`config.mk`:
```
export PLATFORM = sky130hd
export DESIGN_NAME = mem_bus_bridge
export DESIGN_NICKNAME = d
export VERILOG_FILES = /design/src/rtl/mem_bus_bridge.sv
export SDC_FILE = /design/constraint.sdc
export NUM_CORES = 1
export LEC_CHECK = 0
export ABC_AREA = 1
export CORE_MARGIN = 2
export CORE_UTILIZATION = 46
export CTS_CLUSTER_SIZE = 28
export DETAILED_ROUTE_END_ITERATION = 10
export HOLD_SLACK_MARGIN = 0.05
export PLACE_DENSITY = 0.86
export SETUP_SLACK_MARGIN = 0.2
export SLEW_MARGIN = 25
export SYNTH_ARGS = -nofsm -noshare
export SYNTH_HDL_FRONTEND = slang
export SYNTH_SLANG_ARGS = --single-unit
export TNS_END_PERCENT = 10
```
`constraint.sdc`:
```
create_clock -name iClk -period 2.1 [get_ports iClk]
set_input_delay 0.42 -clock iClk [delete_from_list [all_inputs] [get_ports iClk]]
set_output_delay 0.42 -clock iClk [all_outputs]
set_load 0.05 [all_outputs]
```
`src/rtl/mem_bus_bridge.sv`:
```
// CPU memory strobes to req/ack bus; ack in first BUSY cycle gives oRdy 2 cycles after the strobe.
// The CPU stalls (oRdy low) while the bus waits, bounded by TIMEOUT; a timeout returns ERR_DATA and pulses oErr.
module mem_bus_bridge #(
  parameter int                ADDR_W   = 32,
  parameter int                DATA_W   = 32,
  parameter int                TIMEOUT  = 15,
  parameter logic [DATA_W-1:0] ERR_DATA = 32'hFFFF_FFFF
) (
  input  logic              iClk,
  input  logic              nRst,
  input  logic              iRead,
  input  logic              iWrite,
  input  logic [ADDR_W-1:0] iAddr,
  input  logic [DATA_W-1:0] iWData,
  output logic [DATA_W-1:0] oRData,
  output logic              oRdy,
  output logic              oErr,
  output logic              oBusReq,
  output logic              oBusWE,
  output logic [ADDR_W-1:0] oBusAddr,
  output logic [DATA_W-1:0] oBusWData,
  input  logic              iBusAck,
  input  logic [DATA_W-1:0] iBusRData
);

  typedef enum logic [1:0] {IDLE, BUSY, DONE} state_t;

  state_t     state_q, state_d;
  logic [7:0] wait_cnt;
  logic       strobe;
  logic       start;
  logic       ack_hit;
  logic       timeout_hit;

  assign strobe = iRead | iWrite;

  always_ff @(posedge iClk or negedge nRst) begin
    if (!nRst) state_q <= IDLE;
    else       state_q <= state_d;
  end

  always_comb begin
    state_d     = state_q;
    oRdy        = 1'b0;
    start       = 1'b0;
    ack_hit     = 1'b0;
    timeout_hit = 1'b0;
    case (state_q)
      IDLE: begin
        oRdy = !strobe;
        if (strobe) begin
          start   = 1'b1;
          state_d = BUSY;
        end
      end
      BUSY: begin
        // Ack takes priority over a timeout landing in the same cycle.
        if (iBusAck) begin
          ack_hit = 1'b1;
          state_d = DONE;
        end else if (wait_cnt == 8'(TIMEOUT - 1)) begin
          timeout_hit = 1'b1;
          state_d     = DONE;
        end
      end
      DONE: begin
        oRdy    = 1'b1;
        state_d = IDLE;
      end
      default: state_d = IDLE;
    endcase
  end

  always_ff @(posedge iClk or negedge nRst) begin
    if (!nRst) begin
      oRData    <= '0;
      oErr      <= 1'b0;
      oBusReq   <= 1'b0;
      oBusWE    <= 1'b0;
      oBusAddr  <= '0;
      oBusWData <= '0;
      wait_cnt  <= '0;
    end else begin
      oErr <= timeout_hit;
      if (start) begin
        oBusAddr  <= iAddr;
        oBusWData <= iWData;
        oBusWE    <= iWrite;
        oBusReq   <= 1'b1;
        wait_cnt  <= '0;
      end
      if (state_q == BUSY && wait_cnt != 8'hFF)
        wait_cnt <= wait_cnt + 8'd1;
      // Bus regs stay as they were after completion; only the request drops.
      if (ack_hit || timeout_hit) begin
        oBusReq <= 1'b0;
        if (!oBusWE)
          oRData <= ack_hit ? iBusRData : ERR_DATA;
      end
    end
  end

endmodule

```
# After elaboration in Yosys (flattened, before gate mapping)
# Cells that the tools add are included.
# word_totals
register_bits	109
latchBits	0
mem_bits_rw	0
rom_bits	0
in_bits	101
output_inout_bits	100
word_cells	42
mem_count	0
# classes
add_sub_neg	1
n_mul	0
n_div	0
n_lt_le_gt_ge	0
n_eq_ne	6
shift	0
n_mux	17
bitwise	2
reduce_logical	8
# op_table
operator	n
$mux W32	1
$mux W8	2
$mux W1	9
$add A8 B1 Y8 const B	1
$eq A8 B4 Y1 const B	1
$ne A8 B8 Y1 const B	1
$mux W2	3
$pmux W2 S2	1
$reduce_and A2 Y1	2
$reduce_bool A2 Y1	2
$ne A3 B3 Y1 const B	1
$eq A2 B1 Y1 const B	1
$eq A2 B2 Y1 const B	1
$logic_not A2 Y1	1
$ne A2 B2 Y1 const B	1
$pmux W1 S2	1
$logic_and A1 B1 Y1	1
$logic_not A1 Y1	1
$logic_or A1 B1 Y1	1
$not A1 Y1	1
$or A1 B1 Y1	1

# Longest topological paths before layout
# Gate-level depths: netlist of the first run.
# logic_depth
depth_word	6
mapped_depth	10
ltp_nobuf	9

# Worst setup path before layout of the first run
# Ideal clock, no wire load.
# synth_timing
path_type	input port to output port
start	input iWrite
end	output oRdy
arrival_time_ps	1419
required_ps	1680
slack_ps	261
cell_stages	2
path_buffers	0
path_cell_list	or2_1 -> a21oi_1
# synth_between
elab_chain_cells	3
# synth_lines
item	line_no	text
from (decl)	12	input logic iWrite,
$or A1 B1 Y1	35	assign strobe = iRead | iWrite;
$logic_not A1 Y1	50	oRdy = !strobe;
$pmux W1 S2	48	case (state_q)
to (decl)	16	output logic oRdy,
# No other way between the ends.

# Worst setup path after layout of the first run
# layout_timing
start	register oBusAddr[4]
end	output oBusAddr[4]
# layout_lines
item	line_no	text
from (decl)	20	output logic [ADDR_W-1:0] oBusAddr,
from (signal assigned)	86	oBusAddr <= iAddr;
# No word-level cell between the ends.

==> impl_metrics.env, run 1 <==
export IMPL_swShare_pct=52.0
export IMPL_tritoncts="done"
export IMPL_postCtsSetupBuffers=0
export IMPL_die_y_microns=105
export IMPL_die_w_microns=105
export IMPL_final_setup_worst_slack_ns=0.124
export IMPL_path_cells="clkdlybuf4s50_1"
export IMPL_cts_buffers=9
export IMPL_crit_arrival_ns=1.56
export IMPL_antenna_cells=0
export IMPL_initial_core_util_pct=47.9
export IMPL_clkLatencyLatePin_ns=0.36
export IMPL_drive_gt1_share_pct=7.90
export IMPL_drv_cap=0
export IMPL_hold_path_class="input port to async pin"
export IMPL_synth_cell_types=27
export IMPL_slew_violations=0
export IMPL_nets=835
export IMPL_fin_crit_ns=1.98
export IMPL_numPortBuffers=200
export IMPL_intPower_w=0.00590
export IMPL_synthCells=541
export IMPL_relSlewSlack_pct=61.1
export IMPL_clk_path_buf_depth=2
export IMPL_netlist_area_sq_um=4720
export IMPL_grt_first_pass_wirelength_microns=20200
export IMPL_cellLeakagePower_nw=3.52
export IMPL_clockPowerShare_pct=8.8
export IMPL_p_seq_share_pct=29.8
export IMPL_path_delay_family="buffers and inverters"
export IMPL_first_pass_iters=4
export IMPL_p_sw_w=0.00638
export IMPL_ys_ff_latch=109
export IMPL_cts_hold_buf=0
export IMPL_io_pins=201
export IMPL_drc=0
export IMPL_rsz0062_at_grt="yes"
export IMPL_tns_ns=0
export IMPL_period_share_pct=94.1
export IMPL_antenna_left=0
export IMPL_worst_pin_slew_ns=0.584
export IMPL_critPathBufInv=1
export IMPL_grt_total_usage_pct=22.8
export IMPL_h_tree_depth=3
export IMPL_cts_clk_slew_worst_paths_ns=0.09
export IMPL_finClkSkew_ns=0.0112
export IMPL_ys_seq_area_share_pct=57.8
export IMPL_status="finished, final reports clean"
export IMPL_drt_iter0_markers=253
export IMPL_avgRoutedWirePerCell_microns=14.1
export IMPL_start_kind="flip-flop"
export IMPL_nFillCells=729
export IMPL_final_cell_mix="clkdlybuf4s50_1, nand2_1, dfrtp_1"
export IMPL_synth_nets=644
export IMPL_post_place_ws_ns=0.113
export IMPL_core_area_sq_um=9860
export IMPL_syn_area_per_cell_sq_um=8.73
export IMPL_layout_commonest_cell="clkdlybuf4s50_1"
export IMPL_die_area_sq_um=11100
export IMPL_critical_path_endpoint_type="primary output"
export IMPL_via_per_inst=4.82
export IMPL_required_ns=1.68
export IMPL_combPwrFrac_pct=61.3
export IMPL_place_congestion=0.846
export IMPL_r2r_slack_ns=0.42
export IMPL_wl_microns=12300
export IMPL_grt_ovfl_total=0
export IMPL_setup_viol=0
export IMPL_cp_slowest_cell="clkdlybuf4s50_1"
export IMPL_cts_root_buffer_cell="clkbuf_8"
export IMPL_ys_warn_count=0
export IMPL_syn2layout_area_growth_pct=49.1
export IMPL_hpwl_microns=9020
export IMPL_hold_violations=0
export IMPL_grt_pass1_vias=4125
export IMPL_setup_worst_path_class="flip-flop to primary output"
export IMPL_max_freq_ghz=0.506
export IMPL_grt_antenna_before_repair=0
export IMPL_cp_max_fo=2
export IMPL_grt_max_degree=60
export IMPL_power_density_nw_per_um2=1740
export IMPL_clock_sinks=109
export IMPL_core_rowCount=36
export IMPL_crit_path_max_incr_delay_ns=0.83
export IMPL_via_count=4176
export IMPL_peakVddDrop_mv=0.983
==> power groups by stage <==
| stage | Clock (W) | Combinational, W | Sequential (W) |
|---|---|---|---|
| after floorplan | 0 | 0.00167 | 0.00692 |
| after global placement | 0 | 0.00748 | 0.00364 |
| after detailed placement | 0 | 0.00764 | 0.00370 |
| after CTS | 0.00113 | 0.00759 | 0.00366 |
| after global routing | 0.00120 | 0.00798 | 0.00379 |
| final | 0.00109 | 0.00753 | 0.00366 |
==> cells in the mapped netlist, drive strengths merged <==
master    n  area [sq um]
nor2      6          32.5
nand2   161           632
or2      33           206
clkbuf    7          30.0
dfrtp   109          2730
o21ai    66           330
clkinv    1          3.75
buf      21           139
nand4     3          18.8
nand3    47           240
o21a      1          7.51
a21oi     2          10.0
xnor2     1          8.76
inv      79           297
ha        2          25.0
nor3      1          5.00
xor2      1          8.76
==> repair_timing <==
item | 4_1_cts | 5_1_grt
pin swaps | 0 | 2
gates resized for setup | 10 | 12
endpoints found under the setup margin | 100 | 90
==> layer usage <==
| layer | up-vias | global-route usage, % | routed length [microns] |
|---|---|---|---|
| li1 | 2033 | - | - |
| met1 | 1923 | 28.7 | 4910 |
| met2 | 198 | 37.7 | 5900 |
| met3 | 22 | 6.49 | 1190 |
| met4 | 0 | 7.62 | 250 |
| met5 | - | 0 | 0 |
==> worst reg2reg max path: stages, from the launching register on <==
cell and delay, ns:
dfrtp_1 0.42, inv_1 0.10, ha_1 0.16, nand2_1 0.05, nor2_1 0.15, nand3_2 0.12
nand2_4 0.13, buf_4 0.27, nand3_1 0.11, nand2_1 0.09
==> sequential cells by signal (all words and copies together), names as in the netlist <==
register and flops:
oBusAddr 32, oBusWData 32, oRData 32, wait_cnt 8, state_q 2, oBusReq 1
oBusWE 1, oErr 1
==> layout make-up <==
type                       count  area [sq um]  share of cell area [%]
clock buffer                  11           141                    2.01
clock inverter                 2          12.5                   0.178
timing repair buffer         208          2140                    30.4
inverter                      80           300                    4.26
multi-input combinational    324          1550                    22.0
sequential                   109          2730                    38.7
tap                          133           166                    2.36
==> final timing paths <==
kind                       cells past startpoint                     from                  endpoint
setup / recovery                               1  oBusAddr[4]$_DFFE_PN0P_               oBusAddr[4]
setup reg to reg                               9  wait_cnt[0]$_DFFE_PN0P_    oRData[19]$_DFFE_PN0P_
hold / removal                                 1                     nRst  oBusAddr[29]$_DFFE_PN0P_
min in group iClk                              2                   iWrite        oBusWE$_DFFE_PN0P_
hold reg to reg                                2   oRData[27]$_DFFE_PN0P_    oRData[27]$_DFFE_PN0P_
max in group asynchronous                      2                     nRst    oRData[20]$_DFFE_PN0P_
==> kinds of logic after synthesis <==
kind of cell | synth area share, %
buffers and inverters | 9.94
and+or+nand+nor | 24.0
DFF | 57.8
AOI/OAI and AO/OA | 7.37
adders and majority gates | 0.530
xor gates and xnor gates | 0.371
==> per-stage QoR <==
| stage | area [sq um] | hold slack (ns) | instances | power, W | util, % |
|---|---|---|---|---|---|
| floorplan | 4720 | 0.124 | 541 | 0.00860 | - |
| global placement | 6860 | 0.452 | 854 | 0.0111 | 69.6 |
| detailed placement | 6860 | 0.457 | 854 | 0.0113 | 69.6 |
| CTS | 7010 | 0.0627 | 867 | 0.0124 | 71.0 |
| global route | 7040 | 0.0909 | 867 | 0.0130 | 71.4 |
| finish | 7040 | 0.0634 | 867 | 0.0123 | 71.4 |
Power figures use the tool's default switching activity.
==> run 2: changes to the inputs <==
CORE_UTILIZATION = 49   (was 46)
DONT_BUFFER_PORTS = 1   (was unset)
PLACE_DENSITY = unset   (was 0.86)
==> run 2 against run 1 <==
Against the previous run:
- the flow now finishes with violations (negative hold slack)
- clock skew increased by 0.0016 ns
- global-route usage decreased by 4.3 points
- non-clock buffer count decreased by 200
- sequential share of layout area increased by 16 points
- worst setup slack improved by 0.31 ns
- highest routed layer unchanged
- maximum frequency increased by 18%
- critical endpoint is now oRData[15]$_DFFE_PN0P_
- final cell count decreased by 23%
- wire length decreased by 20%
==> impl_metrics.env, run 2 (synthesis gave the netlist of run 1 again) <==
export IMPL_register_area_sq_um=2730
export IMPL_grt_pass1_vias=3102
export IMPL_cp_max_fo=21
export IMPL_initial_core_util_pct=50.9
export IMPL_clkLatencyLatePin_ns=0.36
export IMPL_drive_gt1_share_pct=10.6
export IMPL_cts_clk_slew_worst_paths_ns=0.10
export IMPL_r2r_slack_ns=0.43
export IMPL_die_y_microns=102
export IMPL_via_count=3271
export IMPL_cts_buffers=9
export IMPL_dpl_cell_area_sq_um=4810
export IMPL_avgRoutedWirePerCell_microns=14.7
export IMPL_hold_path_class="input port to async pin"
export IMPL_status="finished, violations left"
export IMPL_clk_path_buf_depth=2
export IMPL_relSlewSlack_pct=64.8
export IMPL_hpwl_microns=6880
export IMPL_final_setup_worst_slack_ns=0.430
export IMPL_worst_pin_slew_ns=0.528
export IMPL_hold_violations=109
export IMPL_antenna_cells=0
export IMPL_nFillCells=932
export IMPL_tritoncts="done"
export IMPL_grt_first_pass_wirelength_microns=15100
export IMPL_final_cell_mix="nand2_1, dfrtp_1, inv_1"
export IMPL_start_kind="flip-flop"
export IMPL_critical_path_endpoint_type="flip-flop"
export IMPL_die_w_microns=102
export IMPL_grt_antenna_before_repair=0
export IMPL_grt_max_degree=110
export IMPL_drt_iter0_markers=105
export IMPL_multiInputGateArea_sq_um=1560
export IMPL_violations="negative hold slack"
export IMPL_core_area_sq_um=9280
export IMPL_fin_crit_ns=1.67
export IMPL_postCtsSetupBuffers=0
export IMPL_reg2reg_from="wait_cnt[0]$_DFFE_PN0P_"
export IMPL_numPortBuffers=0
export IMPL_final_area_sq_um=5010
export IMPL_grt_ovfl_total=0
export IMPL_grt_total_usage_pct=18.5
export IMPL_via_per_inst=4.92
export IMPL_r2r_end="oRData[15]$_DFFE_PN0P_"
export IMPL_antenna_left=0
export IMPL_rsz0062_at_grt="no"
export IMPL_syn2layout_area_growth_pct=6.09
export IMPL_slew_violations=0
export IMPL_first_pass_iters=4
export IMPL_tns_ns=0
export IMPL_hold_worst_slack_ns=-0.256
export IMPL_post_place_ws_ns=0.340
export IMPL_layout_commonest_cell="nand2_1"
export IMPL_drc=0
export IMPL_clock_sinks=109
export IMPL_drv_cap=0
export IMPL_die_area_sq_um=10400
export IMPL_largestRegisters="oBusAddr: 32 flops, oBusWData: 32 flops, oRData: 32 flops"
export IMPL_core_rowCount=35
export IMPL_required_ns=2.40
export IMPL_reg2reg_depth=9
export IMPL_setup_worst_path_class="flip-flop to flip-flop"
export IMPL_period_share_pct=79.5
export IMPL_nets=635
export IMPL_crit_arrival_ns=1.97
export IMPL_finClkSkew_ns=0.0128
export IMPL_cts_root_buffer_cell="clkbuf_8"
export IMPL_max_freq_ghz=0.599
export IMPL_io_pins=201
export IMPL_wl_microns=9800
export IMPL_setup_viol=0
export IMPL_h_tree_depth=3
export IMPL_place_congestion=0.741
## run 2: layout make-up
class	count	share of cell area [%]
clock inverters	5	0.849
clock buffers	10	2.75
repair buffers	8	1.70
inverters	80	5.99
multi-input cells	324	31.0
flip-flops and latches	109	54.4
well taps	129	3.22
## run 2: critical path, cell delays in order (launching register included)
cell     delay, ns
dfrtp_1       0.41
inv_1         0.10
ha_1          0.15
nand2_1       0.05
nor2_1        0.15
nand3_2       0.16
nand2_8       0.18
buf_4         0.23
nand3_1       0.10
nand2_1       0.08
## run 2: per-layer routing
| layer | share of wire, % | vias up | global-route usage [%] |
|---|---|---|---|
| met4 | 1.3 | 0 | 6.77 |
| li1 | - | 1629 | - |
| met2 | 47 | 143 | 29.6 |
| met3 | 11 | 9 | 7.39 |
| met5 | 0 | - | 0 |
| met1 | 40 | 1490 | 22.9 |
## run 2: timing repair
| action | in CTS | in global routing |
|---|---|---|
| endpoints found under the hold margin | 109 | 109 |
| resized for setup | 0 | 2 |
| setup endpoints to repair | 0 | 32 |
## run 2: worst max path at each step
stage	start	endpoint	slack, ns	cells after the start
after floorplan	iWrite	oRdy	0.26	2
after global placement	state_q[1]$_DFFE_PN0P_	oRData[0]$_DFFE_PN0P_	0.39	6
after detailed placement	wait_cnt[0]$_DFFE_PN0P_	oRData[22]$_DFFE_PN0P_	0.34	9
after CTS	wait_cnt[0]$_DFFE_PN0P_	oRData[24]$_DFFE_PN0P_	0.32	9
after global routing	wait_cnt[0]$_DFFE_PN0P_	oRData[30]$_DFFE_PN0P_	0.25	9
final	wait_cnt[0]$_DFFE_PN0P_	oRData[15]$_DFFE_PN0P_	0.43	9
## run 2: stage by stage
step	std cells	utilization [%]
final	665	54.0
after global routing	665	54.0
after global placement	650	51.8
after detailed placement	650	51.8
after floorplan	541	-
after CTS	665	53.8
Power of run 2 is left out: the tool's default activity adds up to more than one toggle a clock period on the data nets, which glitch-free logic cannot reach.
